File: config.mk
export PLATFORM = sky130hd
export DESIGN_NAME = router_rx_port
export DESIGN_NICKNAME = d
export VERILOG_FILES = /design/src/rtl/router_pkg.sv /design/src/rtl/router_rx_fifo.sv /design/src/rtl/router_rx_port.sv
export SDC_FILE = /design/constraint.sdc
export NUM_CORES = 1
export LEC_CHECK = 0
export ABC_AREA = 1
export CAP_MARGIN = 20
export CORE_UTILIZATION = 53
export DETAILED_ROUTE_END_ITERATION = 8
export GPL_ROUTABILITY_DRIVEN = 0
export PLACE_DENSITY_LB_ADDON = 0.05
export SLEW_MARGIN = 10
export SYNTH_ARGS = -nofsm -noshare
export SYNTH_HDL_FRONTEND = slang
export SYNTH_SLANG_ARGS = --single-unit
export TNS_END_PERCENT = 10
File: constraint.sdc
create_clock -name clk -period 3.5 [get_ports clk]
set_input_delay 1.05 -clock clk [delete_from_list [all_inputs] [get_ports clk]]
set_output_delay 1.05 -clock clk [all_outputs]
set_load 0.01 [all_outputs]
File: src/rtl/router_pkg.sv
// Shared types for the router input-port receiver: FSM states, byte/address widths
// and the beat record carried from the serial decoder to the switch fabric.
package router_pkg;

  localparam int ADDR_W = 4;
  localparam int BYTE_W = 8;

  typedef enum logic [1:0] {
    IDLE = 2'd0,
    ADDR = 2'd1,
    PAD  = 2'd2,
    DATA = 2'd3
  } rx_state_e;

  typedef struct packed {
    logic [BYTE_W-1:0] data;
    logic [ADDR_W-1:0] da;
    logic              sop;
    logic              eop;
  } rx_beat_t;

  // Assemble one buffered beat from its fields.
  function automatic rx_beat_t mk_beat(input logic [BYTE_W-1:0] data,
                                       input logic [ADDR_W-1:0] da,
                                       input logic              sop,
                                       input logic              eop);
    rx_beat_t b;
    b.data = data;
    b.da   = da;
    b.sop  = sop;
    b.eop  = eop;
    return b;
  endfunction

endpackage

File: src/rtl/router_rx_fifo.sv
// First-word-fall-through beat buffer; pointers carry an extra wrap bit so that
// full and empty are distinguished without a separate occupancy counter.
module router_rx_fifo
  import router_pkg::*;
#(
  parameter int DEPTH = 4
) (
  input  logic     clk,
  input  logic     reset,
  input  logic     push,
  input  rx_beat_t push_beat,
  input  logic     pop,
  output logic     full,
  output logic     empty,
  output rx_beat_t head
);

  localparam int PTR_W = $clog2(DEPTH);

  logic [PTR_W:0] wr_ptr_r;
  logic [PTR_W:0] rd_ptr_r;
  rx_beat_t       mem_r [DEPTH];
  logic           wr_en_s;
  logic           rd_en_s;

  assign full  = (wr_ptr_r[PTR_W] != rd_ptr_r[PTR_W]) &&
                 (wr_ptr_r[PTR_W-1:0] == rd_ptr_r[PTR_W-1:0]);
  assign empty = (wr_ptr_r == rd_ptr_r);

  // A push into a full buffer is still taken when the head leaves on the same edge.
  assign wr_en_s = push && (!full || pop);
  assign rd_en_s = pop && !empty;

  // Head is forced to zero while empty so stale entries never reach the port.
  assign head = empty ? '0 : mem_r[rd_ptr_r[PTR_W-1:0]];

  // Pointer update.
  always_ff @(posedge clk) begin
    if (reset) begin
      wr_ptr_r <= '0;
      rd_ptr_r <= '0;
    end else begin
      if (wr_en_s) begin
        wr_ptr_r <= wr_ptr_r + {{PTR_W{1'b0}}, 1'b1};
      end
      if (rd_en_s) begin
        rd_ptr_r <= rd_ptr_r + {{PTR_W{1'b0}}, 1'b1};
      end
    end
  end

  // Storage write.
  always_ff @(posedge clk) begin
    if (wr_en_s) begin
      mem_r[wr_ptr_r[PTR_W-1:0]] <= push_beat;
    end
  end

endmodule

File: src/rtl/router_rx_port.sv
// One router input channel: decodes address, pad and LSB-first payload bits from
// the serial line and streams tagged bytes to the fabric through a small buffer.
module router_rx_port
  import router_pkg::*;
#(
  parameter int FIFO_DEPTH = 4,
  parameter int PAD_CYCLES = 5
) (
  input  logic              clk,
  input  logic              reset,
  input  logic              din,
  input  logic              frame_n,
  input  logic              valid_n,
  output logic              out_valid,
  input  logic              out_ready,
  output logic [BYTE_W-1:0] out_data,
  output logic [ADDR_W-1:0] out_da,
  output logic              out_sop,
  output logic              out_eop,
  output logic              err_frame,
  output logic              err_ovf,
  output logic              busy
);

  localparam int PAD_W = (PAD_CYCLES > 1) ? $clog2(PAD_CYCLES) : 1;

  rx_state_e         state_r, state_s;
  logic [2:0]        bit_cnt_r, bit_cnt_s;
  logic [PAD_W-1:0]  pad_cnt_r, pad_cnt_s;
  logic [ADDR_W-1:0] da_r, da_s;
  logic [BYTE_W-1:0] shift_r, shift_s;
  logic              first_r, first_s;
  logic              push_s;
  rx_beat_t          push_beat_s;
  logic              err_frame_s;
  logic              err_frame_r;
  logic              err_ovf_r;
  logic              pop_s;
  logic              full_s;
  logic              empty_s;
  rx_beat_t          head_s;

  // Next-state and datapath decode for the serial packet format.
  always_comb begin
    state_s     = state_r;
    bit_cnt_s   = bit_cnt_r;
    pad_cnt_s   = pad_cnt_r;
    da_s        = da_r;
    shift_s     = shift_r;
    first_s     = first_r;
    push_s      = 1'b0;
    push_beat_s = '0;
    err_frame_s = 1'b0;
    case (state_r)
      IDLE: begin
        if (!frame_n) begin
          da_s      = {{(ADDR_W-1){1'b0}}, din};
          bit_cnt_s = 3'd1;
          state_s   = ADDR;
        end else begin
          state_s = IDLE;
        end
      end
      ADDR: begin
        if (frame_n) begin
          err_frame_s = 1'b1;
          bit_cnt_s   = 3'd0;
          state_s     = IDLE;
        end else begin
          da_s[bit_cnt_r[1:0]] = din;
          if (bit_cnt_r == 3'(ADDR_W - 1)) begin
            bit_cnt_s = 3'd0;
            pad_cnt_s = '0;
            state_s   = PAD;
          end else begin
            bit_cnt_s = bit_cnt_r + 3'd1;
          end
        end
      end
      PAD: begin
        if (frame_n) begin
          err_frame_s = 1'b1;
          pad_cnt_s   = '0;
          state_s     = IDLE;
        end else if (pad_cnt_r == PAD_W'(PAD_CYCLES - 1)) begin
          pad_cnt_s = '0;
          bit_cnt_s = 3'd0;
          first_s   = 1'b1;
          state_s   = DATA;
        end else begin
          pad_cnt_s = pad_cnt_r + {{(PAD_W-1){1'b0}}, 1'b1};
        end
      end
      DATA: begin
        if (!valid_n) begin
          shift_s[bit_cnt_r] = din;
          if (bit_cnt_r == 3'd7) begin
            // frame_n high on the last valid bit is the only clean end of packet.
            push_s      = 1'b1;
            push_beat_s = mk_beat(shift_s, da_r, first_r, frame_n);
            first_s     = 1'b0;
            bit_cnt_s   = 3'd0;
            state_s     = frame_n ? IDLE : DATA;
          end else if (frame_n) begin
            err_frame_s = 1'b1;
            bit_cnt_s   = 3'd0;
            state_s     = IDLE;
          end else begin
            bit_cnt_s = bit_cnt_r + 3'd1;
          end
        end else if (frame_n) begin
          err_frame_s = 1'b1;
          bit_cnt_s   = 3'd0;
          state_s     = IDLE;
        end else begin
          bit_cnt_s = bit_cnt_r;
        end
      end
      default: begin
        state_s = IDLE;
      end
    endcase
  end

  assign pop_s = !empty_s && out_ready;

  // State, counters, shift/address registers and error pulses.
  always_ff @(posedge clk) begin
    if (reset) begin
      state_r     <= IDLE;
      bit_cnt_r   <= 3'd0;
      pad_cnt_r   <= '0;
      da_r        <= '0;
      shift_r     <= '0;
      first_r     <= 1'b0;
      err_frame_r <= 1'b0;
      err_ovf_r   <= 1'b0;
    end else begin
      state_r     <= state_s;
      bit_cnt_r   <= bit_cnt_s;
      pad_cnt_r   <= pad_cnt_s;
      da_r        <= da_s;
      shift_r     <= shift_s;
      first_r     <= first_s;
      err_frame_r <= err_frame_s;
      err_ovf_r   <= push_s && full_s && !pop_s;
    end
  end

  router_rx_fifo #(
    .DEPTH(FIFO_DEPTH)
  ) u_fifo (
    .clk       (clk),
    .reset     (reset),
    .push      (push_s),
    .push_beat (push_beat_s),
    .pop       (pop_s),
    .full      (full_s),
    .empty     (empty_s),
    .head      (head_s)
  );

  assign out_valid = !empty_s;
  assign out_data  = head_s.data;
  assign out_da    = head_s.da;
  assign out_sop   = head_s.sop;
  assign out_eop   = head_s.eop;
  assign err_frame = err_frame_r;
  assign err_ovf   = err_ovf_r;
  assign busy      = (state_r != IDLE);

endmodule

# Yosys cells after proc, flatten, opt, wreduce, memory -nomap -nowiden
# Memory sizes are Yosys's and may differ from the RTL's. A register that Yosys moved wholly into a read port is not among the register bits.
# Cells that the tools add are included.
# classes
n_addsub	4
order_cmp	4
eq_ne	19
muxes	54
n_bitwise	1
reduce_logical	24
# op_table
cell	n
$mux W14	4
$mux W3	13
$mux W2	10
$mux W1	15
$ne A2 B2 Y1 const B	7
$add A3 B1 Y3 const B	4
$pmux W3 S4	1
$ne A3 B3 Y1 const B	3
$bwmux W8	1
$logic_and A1 B1 Y1	8
$mux W4	2
$pmux W2 S4	1
$pmux W4 S2	1
$reduce_bool A2 Y1	4
$eq A3 B3 Y1 const B	2
$pmux W3 S2	1
$reduce_and A3 Y1	2
$reduce_and A5 Y1	1
$bwmux W4	1
$eq A2 B2 Y1 const B	2
$lt A3 B4 Y1 const B	1
$pmux W1 S2	2
$reduce_and A2 Y1	2
$reduce_and A4 Y1	1
15 further kinds	17
# word_totals
reg_bits	29
ram_bits	56
in_bits	6
out_inout_bits	18
wordCells	117
memories	1
# mem_list
memory	depth	width	read_ports	rd_ports_with_merged_regs	write_ports	line_no	text
u_fifo.mem_r	4	14	1	1	1	router_rx_fifo.sv:22	rx_beat_t mem_r [DEPTH];

# Logic depth before layout (Yosys ltp)
# Gate-level depths: netlist (run 1).
# depth
depth_word	8
mapped_depth	10
ltp_nobuf	10

# Hierarchy
# From an unflattened synthesis (run 1), not the netlist that was laid out.
# unflattened
hier_cells	469
area_unflattened_um2	4245.3
# modules_own_cells
module	n_inst	cells_each	area_per_inst_um2	seq_area_each_um2
router_rx_fifo	1	234	2698.8	1841.8
router_rx_port	1	235	1546.5	460.4

# Least setup slack after synthesis (run 1)
# Ideal clock, no wire load.
# synth_path
path_type	input to register
startpoint	input port valid_n
endpoint	memory u_fifo.mem_r[0][0] (netlist bit) (enable)
setup_time_ns	0.385
arrival_ns	2.103
required_ns	3.115
slack_ns	1.012
path_stages	5
n_path_buf	0
path_cell_list	nor2_2 nand2_4 inv_2 nand2_4 nor2_1
# synth_between
elab_chain_cells	5
# synth_lines
item	line_no	text
start, declared	router_rx_port.sv:13	input logic valid_n,
$mux W1	router_rx_port.sv:95	if (!valid_n) begin
$mux W1	router_rx_port.sv:54	case (state_r)
$logic_and A1 B1 Y1	router_rx_fifo.sv:31	assign wr_en_s = push && (!full || pop);
$mux W1	router_rx_fifo.sv:54	if (wr_en_s) begin
$mux W1 (not written as such)	router_rx_fifo.sv:55	mem_r[wr_ptr_r[PTR_W-1:0]] <= push_beat;
end, declared	router_rx_fifo.sv:22	
# No other way between the ends.

==> summary.txt, run 1 <==
Outcome
  – Outcome: finished clean

Detailed routing
  – Avg Vias per Cell: between 5 and 6
  – DRC violation total after the first TritonRoute iteration: 170
  – First-pass iteration count of the detailed router: 5
  – Total number of vias: 2873
  – Drt total wl: between 7000 and 8000 µm
  – ANT nets after route: 0
  – DRC Markers: 0
  – Wire length per cell: 13.8 µm

Logic synthesis
  – Number of cells produced by synthesis: ~430
  – Sequential share of the synthesized area: 0.548
  – Synth Area per Inst: 9.89 µm²
  – Cell area after synthesis: between 4000 and 5000 µm²
  – Synth Net Count: between 400 and 500
  – YS warnings: 0
  – Most common flop cell mapped by yosys: edfxtp_1
  – Count of cell types in the netlist: 35
  – Yosys reg bits: 87
  – Number of flops mapped to enable cells by yosys: 56
  – Post-synth ARST share: 0

Setup path
  – Crit path max fanout: 25
  – CP cell instances: o21ai_0, o22ai_1, nand2_1, inv_1, clkdlybuf4s50_1
  – Data required, critical path: between 2 and 2.5 ns
  – Crit path largest cell delay: 0.78 ns
  – Critical path capture point type: output pin
  – Setup slack of the most critical reg-to-reg path: ~1.2 ns
  – Cell type group with the largest total delay on the critical path: flip-flops
  – Data arrival time of the critical path: approximately 2.3 ns
  – Critical Setup Path Class: flop to output pin
  – Category of the worst setup path launch point: flop
  – Critical path buffers and inverters: 2
  – Crit path max-delay cell type: dfxtp_1

Final layout
  – Antenna diodes: 0
  – Flip-flop and latch area: roughly 2300 µm²
  – Nets: about 480
  – Most common cell after layout, fill and taps aside: nand2_1
  – Area used by multi-input combinational logic: about 1600 µm²
  – Fraction of final layout cells sized beyond drive strength 1: 0.153
  – Commonest non-fill, non-tap cells in the layout: nand2_1 (57), edfxtp_1 (56), nor2_1 (51), inv_1 (49), dfxtp_1 (31)
  – Synth-to-Final Area Change: 13.2%
  – Number of fill cells: about 650

Die
  – Overall die height: 91.0 µm
  – Core outline area: 7690 µm²
  – Cell row count: 32
  – Starting Density: 0.547
  – Horiz. Die Dim: 91.0 µm
  – Number of ports placed on the die boundary: 24
  – Total Die Area: 8290 µm²

STA
  – Transition time at the pin with the least slew margin: 0.701 ns
  – Total negative setup slack: 0 ns
  – Post-route clock skew: 0.0104 ns
  – Number of setup violations in the final report: 0
  – Setup repair after global routing missed its margin: no
  – Time the worst path needs with I/O delays and setup: 3.31 ns
  – Number of hold violations in the final report: 0
  – Achievable frequency: ~300 MHz
  – Share of the clock period used by the worst path after layout: 0.946
  – Number of max-slew violations in the final report: 0
  – Max-slew headroom: 0.532
  – Worst hold slack across all endpoints: approximately 0.46 ns

Power
  – Highest ir drop seen on vdd: approximately 0.00027 V
  – Leak Pwr: between 1.5 and 2 nW
  – Total power per unit cell area: roughly 400 nW/µm²

Clock tree
  – Clock tree buffer depth: 2
  – Number of buffers inserted during clock tree synthesis: 9
  – Clk slew on worst S/H paths: approximately 0.090 ns
  – TritonCTS clock tree: yes
  – CTS H-Tree Depth: 3
  – Resize count post-CTS: 0
  – Count of buffers added by post-CTS timing repair for setup: 0
  – Clock tree root driver cell: clkbuf_8
  – Number of hold buffers added after CTS: 0
  – Later-pin clock latency in the skew report: between 0.3 and 0.4 ns
  – Sinks on Clock Net: 87

Placement
  – Count of port buffers added during placement: 23
  – Detailed Place HPWL: 5550 µm

Hold path
  – Hold crit path type: flop to flop

GRT
  – Aggregate global routing overflow: 0
  – Maximum number of pins on one net before global-route repair: 26
  – All-layer global routing usage: 0.204
  – Antenna violations before repair: 0
  – Global-route wire length before repair: 13100 µm
  – Vias in the first global route: 2701

Job
  – Maximum Capacitance Violations: 0
-- flip-flops by register name (all words and copies together), names as in the netlist, 2 cells and up, named ones only --
signal,cells
bit_cnt_r,3
da_r,4
pad_cnt_r,3
shift_r,8
state_r,2
u_fifo.mem_r,56
u_fifo.rd_ptr_r,3
u_fifo.wr_ptr_r,3
-- cell type report --
type	count	share of cell area
Clock buffer	9	0.0260
Tap cell	102	0.0268
Sequential cell	87	0.484
Timing Repair Buffer	32	0.0652
Inverter	61	0.0487
Multi-Input combinational cell	263	0.333
Clock inverter	7	0.0166
-- cells in the mapped netlist, types with 2 or more instances --
cell       n  area [µm²]
buf_1      2        7.51
o21ai_0   22         110
xor2_1     2        17.5
o21ai_1    4        20.0
buf_2      6        30.0
edfxtp_1  56        1680
nor3_1     5        25.0
ha_1      19         238
nand2_2    6        37.5
dfxtp_1   31         621
inv_2     11        41.3
nand3_2    2        20.0
mux2i_1   14         140
a21oi_2    8        70.1
o211ai_1   7        52.6
nor2_1    51         191
a211oi_1   2        15.0
a21oi_1   15        75.1
nand3_1   15        75.1
buf_6      2        22.5
o22ai_1   14        87.6
nor2_2     5        31.3
o21ai_2    3        26.3
inv_1     49         184
buf_4      3        22.5
nor3_2     2        20.0
nand2_1   57         214
nand2_4    5        56.3
-- metal layers --
metal	up-vias	global-route usage	part of all wire
li1	1483	-	-
met4	0	0.0780	0.0066
met3	4	0.0310	0.035
met5	-	0	0
met1	1329	0.298	0.52
met2	57	0.305	0.44
-- power breakdown --
part	internal, mW	switching, mW
registers	1.08	0.00528
logic	0.0208	0.0394
clock network	0.337	0.368
total	1.44	0.413
-- logic make-up after synthesis --
kind of cell	after synthesis	share of synthesized area
and+or+nand+nor	151	0.169
DFF	87	0.548
AOI/OAI and AO/OA	77	0.113
buffers and inverters	75	0.0756
adders and majority gates	19	0.0566
muxes	14	0.0334
xor gates and xnor gates	2	0.00417
-- final timing paths --
| check | to | depth (start not counted) | from |
|---|---|---|---|
| worst max register to register | u_fifo.mem_r[3][3] | 9 | bit_cnt_r[0] |
| worst min-delay path | first_r | 2 | first_r |
| worst min register to register | first_r | 2 | first_r |
| worst max-delay path | out_data[6] | 5 | flop |
-- through the flow --
| step | utilization | power [mW] | instance area, µm² | setup WS, ns | cells |
|---|---|---|---|---|---|
| after floorplan | - | 1.15 | 4200 | 1.01 | 425 |
| after global placement | 0.592 | 1.17 | 4550 | 0.636 | 545 |
| after detailed placement | 0.592 | 1.17 | 4550 | 0.565 | 545 |
| after CTS | 0.619 | 1.87 | 4760 | 0.172 | 561 |
| after global routing | 0.619 | 1.92 | 4760 | 0.0587 | 561 |
| final | 0.619 | 1.85 | 4760 | 0.187 | 561 |
-- worst reg2reg max path: stages (launching register included) --
cell	delay, ns
dfxtp_1	0.54
ha_1	0.30
ha_1	0.22
inv_2	0.10
nor2_2	0.18
nand2_4	0.12
inv_2	0.13
nand2_4	0.09
nor2_1	0.09
buf_4	0.24
Power figures use the tool's default switching activity.
==> run 2: changes to the inputs <==
Settings changed: CTS_CLUSTER_SIZE set to 25.
==> results of run 2 <==
The final DEF is identical to that of run 1; final timing and power are the same.
==> run 3: changes to the inputs <==
Settings changed: ABC_AREA 1 to unset, GPL_TIMING_DRIVEN set to 0.
==> summary.txt, run 3 <==
Outcome
  – Outcome: finished clean (unchanged)

STA
  – Number of setup violations in the final report: 0 (unchanged)
  – Final setup margin: 0.160 ns (was 0.187 ns)
  – Setup repair after global routing missed its margin: no (unchanged)
  – Max-slew headroom: 0.488 (was 0.532)
  – Total negative setup slack: 0 ns (unchanged)
  – Transition time at the pin with the least slew margin: 0.768 ns (was 0.701 ns)
  – Post-route clock skew: 0.00974 ns (was 0.0104 ns)
  – Number of hold violations in the final report: 0 (unchanged)
  – Time the worst path needs with I/O delays and setup: 3.34 ns (was 3.31 ns)
  – Share of the clock period used by the worst path after layout: 0.954 (was 0.946)
  – Number of max-slew violations in the final report: 0 (unchanged)
  – Achievable frequency: 299 MHz (was 302 MHz)

Power
  – Internal power component: 1.59 mW (was 1.44 mW)
  – Net Sw Power: 0.397 mW (was 0.413 mW)
  – Highest ir drop seen on vdd: 0.000197 V (was 0.000269 V)
  – Share of total power in sequential cells: 0.547 (was 0.587)
  – Clk pwr share: 0.419 (was 0.381)
  – Total power per unit cell area: 425 nW/µm² (was 390 nW/µm²)
  – Comb power frac: 0.034 (was 0.033)
  – Leak Pwr: 1.67 nW (was 1.71 nW)
  – Switching Share: 0.200 (was 0.223)

Clock tree
  – Count of buffers added by post-CTS timing repair for setup: 0 (unchanged)
  – Sinks on Clock Net: 87 (unchanged)
  – Number of buffers inserted during clock tree synthesis: 9 (unchanged)
  – Number of hold buffers added after CTS: 0 (unchanged)
  – TritonCTS clock tree: yes (unchanged)
  – Clock tree root driver cell: clkbuf_8 (unchanged)
  – CTS H-Tree Depth: 3 (unchanged)
  – Clk slew on worst S/H paths: 0.09 ns (about the same)
  – Later-pin clock latency in the skew report: 0.35 ns (was 0.34 ns)
  – Clock tree buffer depth: 2 (unchanged)

GRT
  – Maximum number of pins on one net before global-route repair: 16 (was 26)
  – Vias in the first global route: 2426 (was 2701)
  – Global-route wire length before repair: 12200 µm (was 13100 µm)
  – All-layer global routing usage: 0.197 (was 0.204)
  – Aggregate global routing overflow: 0 (unchanged)
  – Antenna violations before repair: 0 (unchanged)

Detailed routing
  – DRC violation total after the first TritonRoute iteration: 133 (was 170)
  – ANT nets after route: 0 (unchanged)
  – Avg Vias per Cell: 5.34 (was 5.12)
  – Total number of vias: 2527 (was 2873)
  – Drt total wl: 7360 µm (was 7720 µm)
  – Wire length per cell: 15.5 µm (was 13.8 µm)
  – DRC Markers: 0 (unchanged)
  – First-pass iteration count of the detailed router: 5 (unchanged)

Logic synthesis
  – Synth Net Count: 362 (was 450)
  – Largest cells by area after synthesis: edfxtp_1 (41%), dfxtp_1 (15%), mux4_2 (7.7%) (was edfxtp_1 (40%), dfxtp_1 (15%), ha_1 (5.7%))
  – Number of flops mapped to enable cells by yosys: 56 (unchanged)
  – Yosys reg bits: 87 (unchanged)
  – Cell area after synthesis: 4090 µm² (was 4200 µm²)
  – Cell with the most instances after synthesis: edfxtp_1 (was nand2_1)
  – Count of cell types in the netlist: 41 (was 35)
  – Sequential share of the synthesized area: 0.563 (was 0.548)
  – Portion of synthesized cell area occupied by the leading cell type: 0.411 (was 0.400)
  – Cell type contributing the most total cell area after synthesis: edfxtp_1 (unchanged)
  – Most common flop cell mapped by yosys: edfxtp_1 (unchanged)
  – Post-synth ARST share: 0 (unchanged)
  – Commonest cells post-synth: edfxtp_1 (56), dfxtp_1 (31), nor2_1 (29), nand2_1 (24), a21oi_1 (23) (was nand2_1 (57), edfxtp_1 (56), nor2_1 (51), inv_1 (49), dfxtp_1 (31))
  – YS warnings: 0 (unchanged)
  – Number of cells produced by synthesis: 337 (was 425)
  – Synth Area per Inst: 12.1 µm² (was 9.89 µm²)

Setup path
  – Setup slack of the most critical reg-to-reg path: 0.88 ns (was 1.18 ns)
  – Crit path largest cell delay: 0.52 ns (was 0.78 ns)
  – Critical path depth: 5 (unchanged)
  – CP cell instances: buf_2, buf_4, mux4_2, nor2b_1, clkdlybuf4s50_1 (was o21ai_0, o22ai_1, nand2_1, inv_1, clkdlybuf4s50_1)
  – Crit path max fanout: 10 (was 25)
  – Startpoint of the worst register-to-register path: bit_cnt_r[1] (was bit_cnt_r[0])
  – Worst Reg2Reg Path Length in Cells: 5 (was 9)
  – Data required, critical path: 2.45 ns (about the same)
  – Crit path max-delay cell type: mux4_2 (was dfxtp_1)
  – Critical path capture point type: output pin (unchanged)
  – Critical path buffers and inverters: 3 (was 2)
  – Cell type group with the largest total delay on the critical path: buffers and inverters (was flip-flops)
  – Critical Setup Path Class: flop to output pin (unchanged)
  – Critical register-to-register path endpoint: u_fifo.mem_r[1][0] (was u_fifo.mem_r[3][3])
  – Data arrival time of the critical path: 2.29 ns (was 2.26 ns)
  – Category of the worst setup path launch point: flop (unchanged)
  – Worst setup path endpoint: out_data[5] (was out_data[6])

Placement
  – Detailed Place HPWL: 5230 µm (was 5550 µm)
  – Count of port buffers added during placement: 21 (was 23)
  – Placement Cell Area: 4420 µm² (was 4550 µm²)
  – Setup Slack @ Placement: 0.216 ns (was 0.565 ns)

Die
  – Number of ports placed on the die boundary: 24 (unchanged)
  – Cell row count: 31 (was 32)
  – Core outline area: 7370 µm² (was 7690 µm²)
  – Starting Density: 0.555 (was 0.547)
  – Horiz. Die Dim: 89.8 µm (was 91.0 µm)
  – Total Die Area: 8070 µm² (was 8290 µm²)
  – Overall die height: 89.8 µm (was 91.0 µm)

Final layout
  – Max reg flops: 56 (unchanged)
  – Antenna diodes: 0 (unchanged)
  – Synth-to-Final Area Change: 14.3% (was 13.2%)
  – Area used by multi-input combinational logic: 1650 µm² (was 1580 µm²)
  – Nets: 394 (was 479)
  – Fraction of final layout cells sized beyond drive strength 1: 0.118 (was 0.153)
  – Flip-flop and latch area: 2300 µm² (unchanged)
  – Most common cell after layout, fill and taps aside: edfxtp_1 (was nand2_1)
  – Commonest non-fill, non-tap cells in the layout: edfxtp_1 (56), dfxtp_1 (31), nor2_1 (28), nand2_1 (24), a21oi_1 (23) (was nand2_1 (57), edfxtp_1 (56), nor2_1 (51), inv_1 (49), dfxtp_1 (31))
  – Non-Filler Cell Area, Final: 4670 µm² (was 4760 µm²)
  – Number of fill cells: 636 (was 652)

Hold path
  – Hold crit path type: flop to flop (unchanged)

Job
  – Maximum Capacitance Violations: 0 (unchanged)
run 3: cell types whose count changed after synthesis, sizes merged, moves of 9 or more:
cell	before	now
o22ai	15	1
mux4	0	14
nor2b	0	17
inv	61	18
o21ai	29	14
clkbuf	1	10
nand2	68	24
and2	0	10
nor2	58	29
run 3: power by group through the flow:
stage / clock (mW) / combinational, mW / sequential, mW
2_1_floorplan: 0 / 0.0480 / 1.11
3_3_place_gp: 0 / 0.0681 / 1.11
3_5_place_dp: 0 / 0.0681 / 1.11
4_1_cts: 0.849 / 0.0683 / 1.08
5_1_grt: 0.891 / 0.0757 / 1.09
6_report: 0.831 / 0.0684 / 1.08
run 3: cell families (layout without fill, tap and decap cells):
group,count (synthesis),in the layout,synth area share
adders and majority gates,19,19,0.0581
buffers and inverters,33,70,0.0346
DFF,87,87,0.563
and+or+nand+nor,115,115,0.145
xor gates and xnor gates,8,8,0.0190
muxes,24,24,0.102
AOI/OAI and AO/OA,51,51,0.0789
run 3: worst min-delay path by stage:
stage / startpoint / to / slack, ns / depth (start not counted)
after floorplan: da_r[1] / da_r[1] / 0.43 / 2
after global placement: shift_r[2] / shift_r[2] / 0.44 / 2
after detailed placement: da_r[3] / da_r[3] / 0.44 / 2
after CTS: shift_r[2] / shift_r[2] / 0.46 / 2
after global routing: da_r[2] / da_r[2] / 0.48 / 2
final: da_r[2] / da_r[2] / 0.45 / 2
run 3: repair_timing:
| item | CTS | global route |
|---|---|---|
| setup endpoints to repair | 10 | 2 |
| cloned | 0 | 0 |
| resized for setup | 1 | 2 |
run 3: area by class of cell:
type	instances	share of cell area
repair buffers	21	0.0450
flip-flops and latches	87	0.493
plain buffers	15	0.0161
well taps	99	0.0265
multi-input cells	217	0.353
inverters	18	0.0145
clock inverters	6	0.0252
clock buffers	10	0.0273
run 3: worst reg2reg max path, stage by stage (launching register included):
cell and delay [ns]:
dfxtp_1 0.43, ha_1 0.30, ha_1 0.31, nand3b_4 0.19, a41oi_4 0.33, and2_1 0.68
run 3: routing by layer:
metal,vias to the layer above,track usage,share of wire
met3,2,0.0372,0.032
met5,-,0,0
met1,1211,0.262,0.46
met4,0,0.0615,0.0053
li1,1269,-,-
met2,45,0.326,0.50
run 3: stage by stage:
stage               utilization  hold WS [ns]  std cells  power (mW)
CTS                       0.634         0.457        473        2.00
global placement          0.600         0.441        457        1.18
detailed placement        0.600         0.444        457        1.18
global route              0.634         0.476        473        2.05
finish                    0.634         0.454        473        1.98
floorplan                     -         0.432        337        1.16
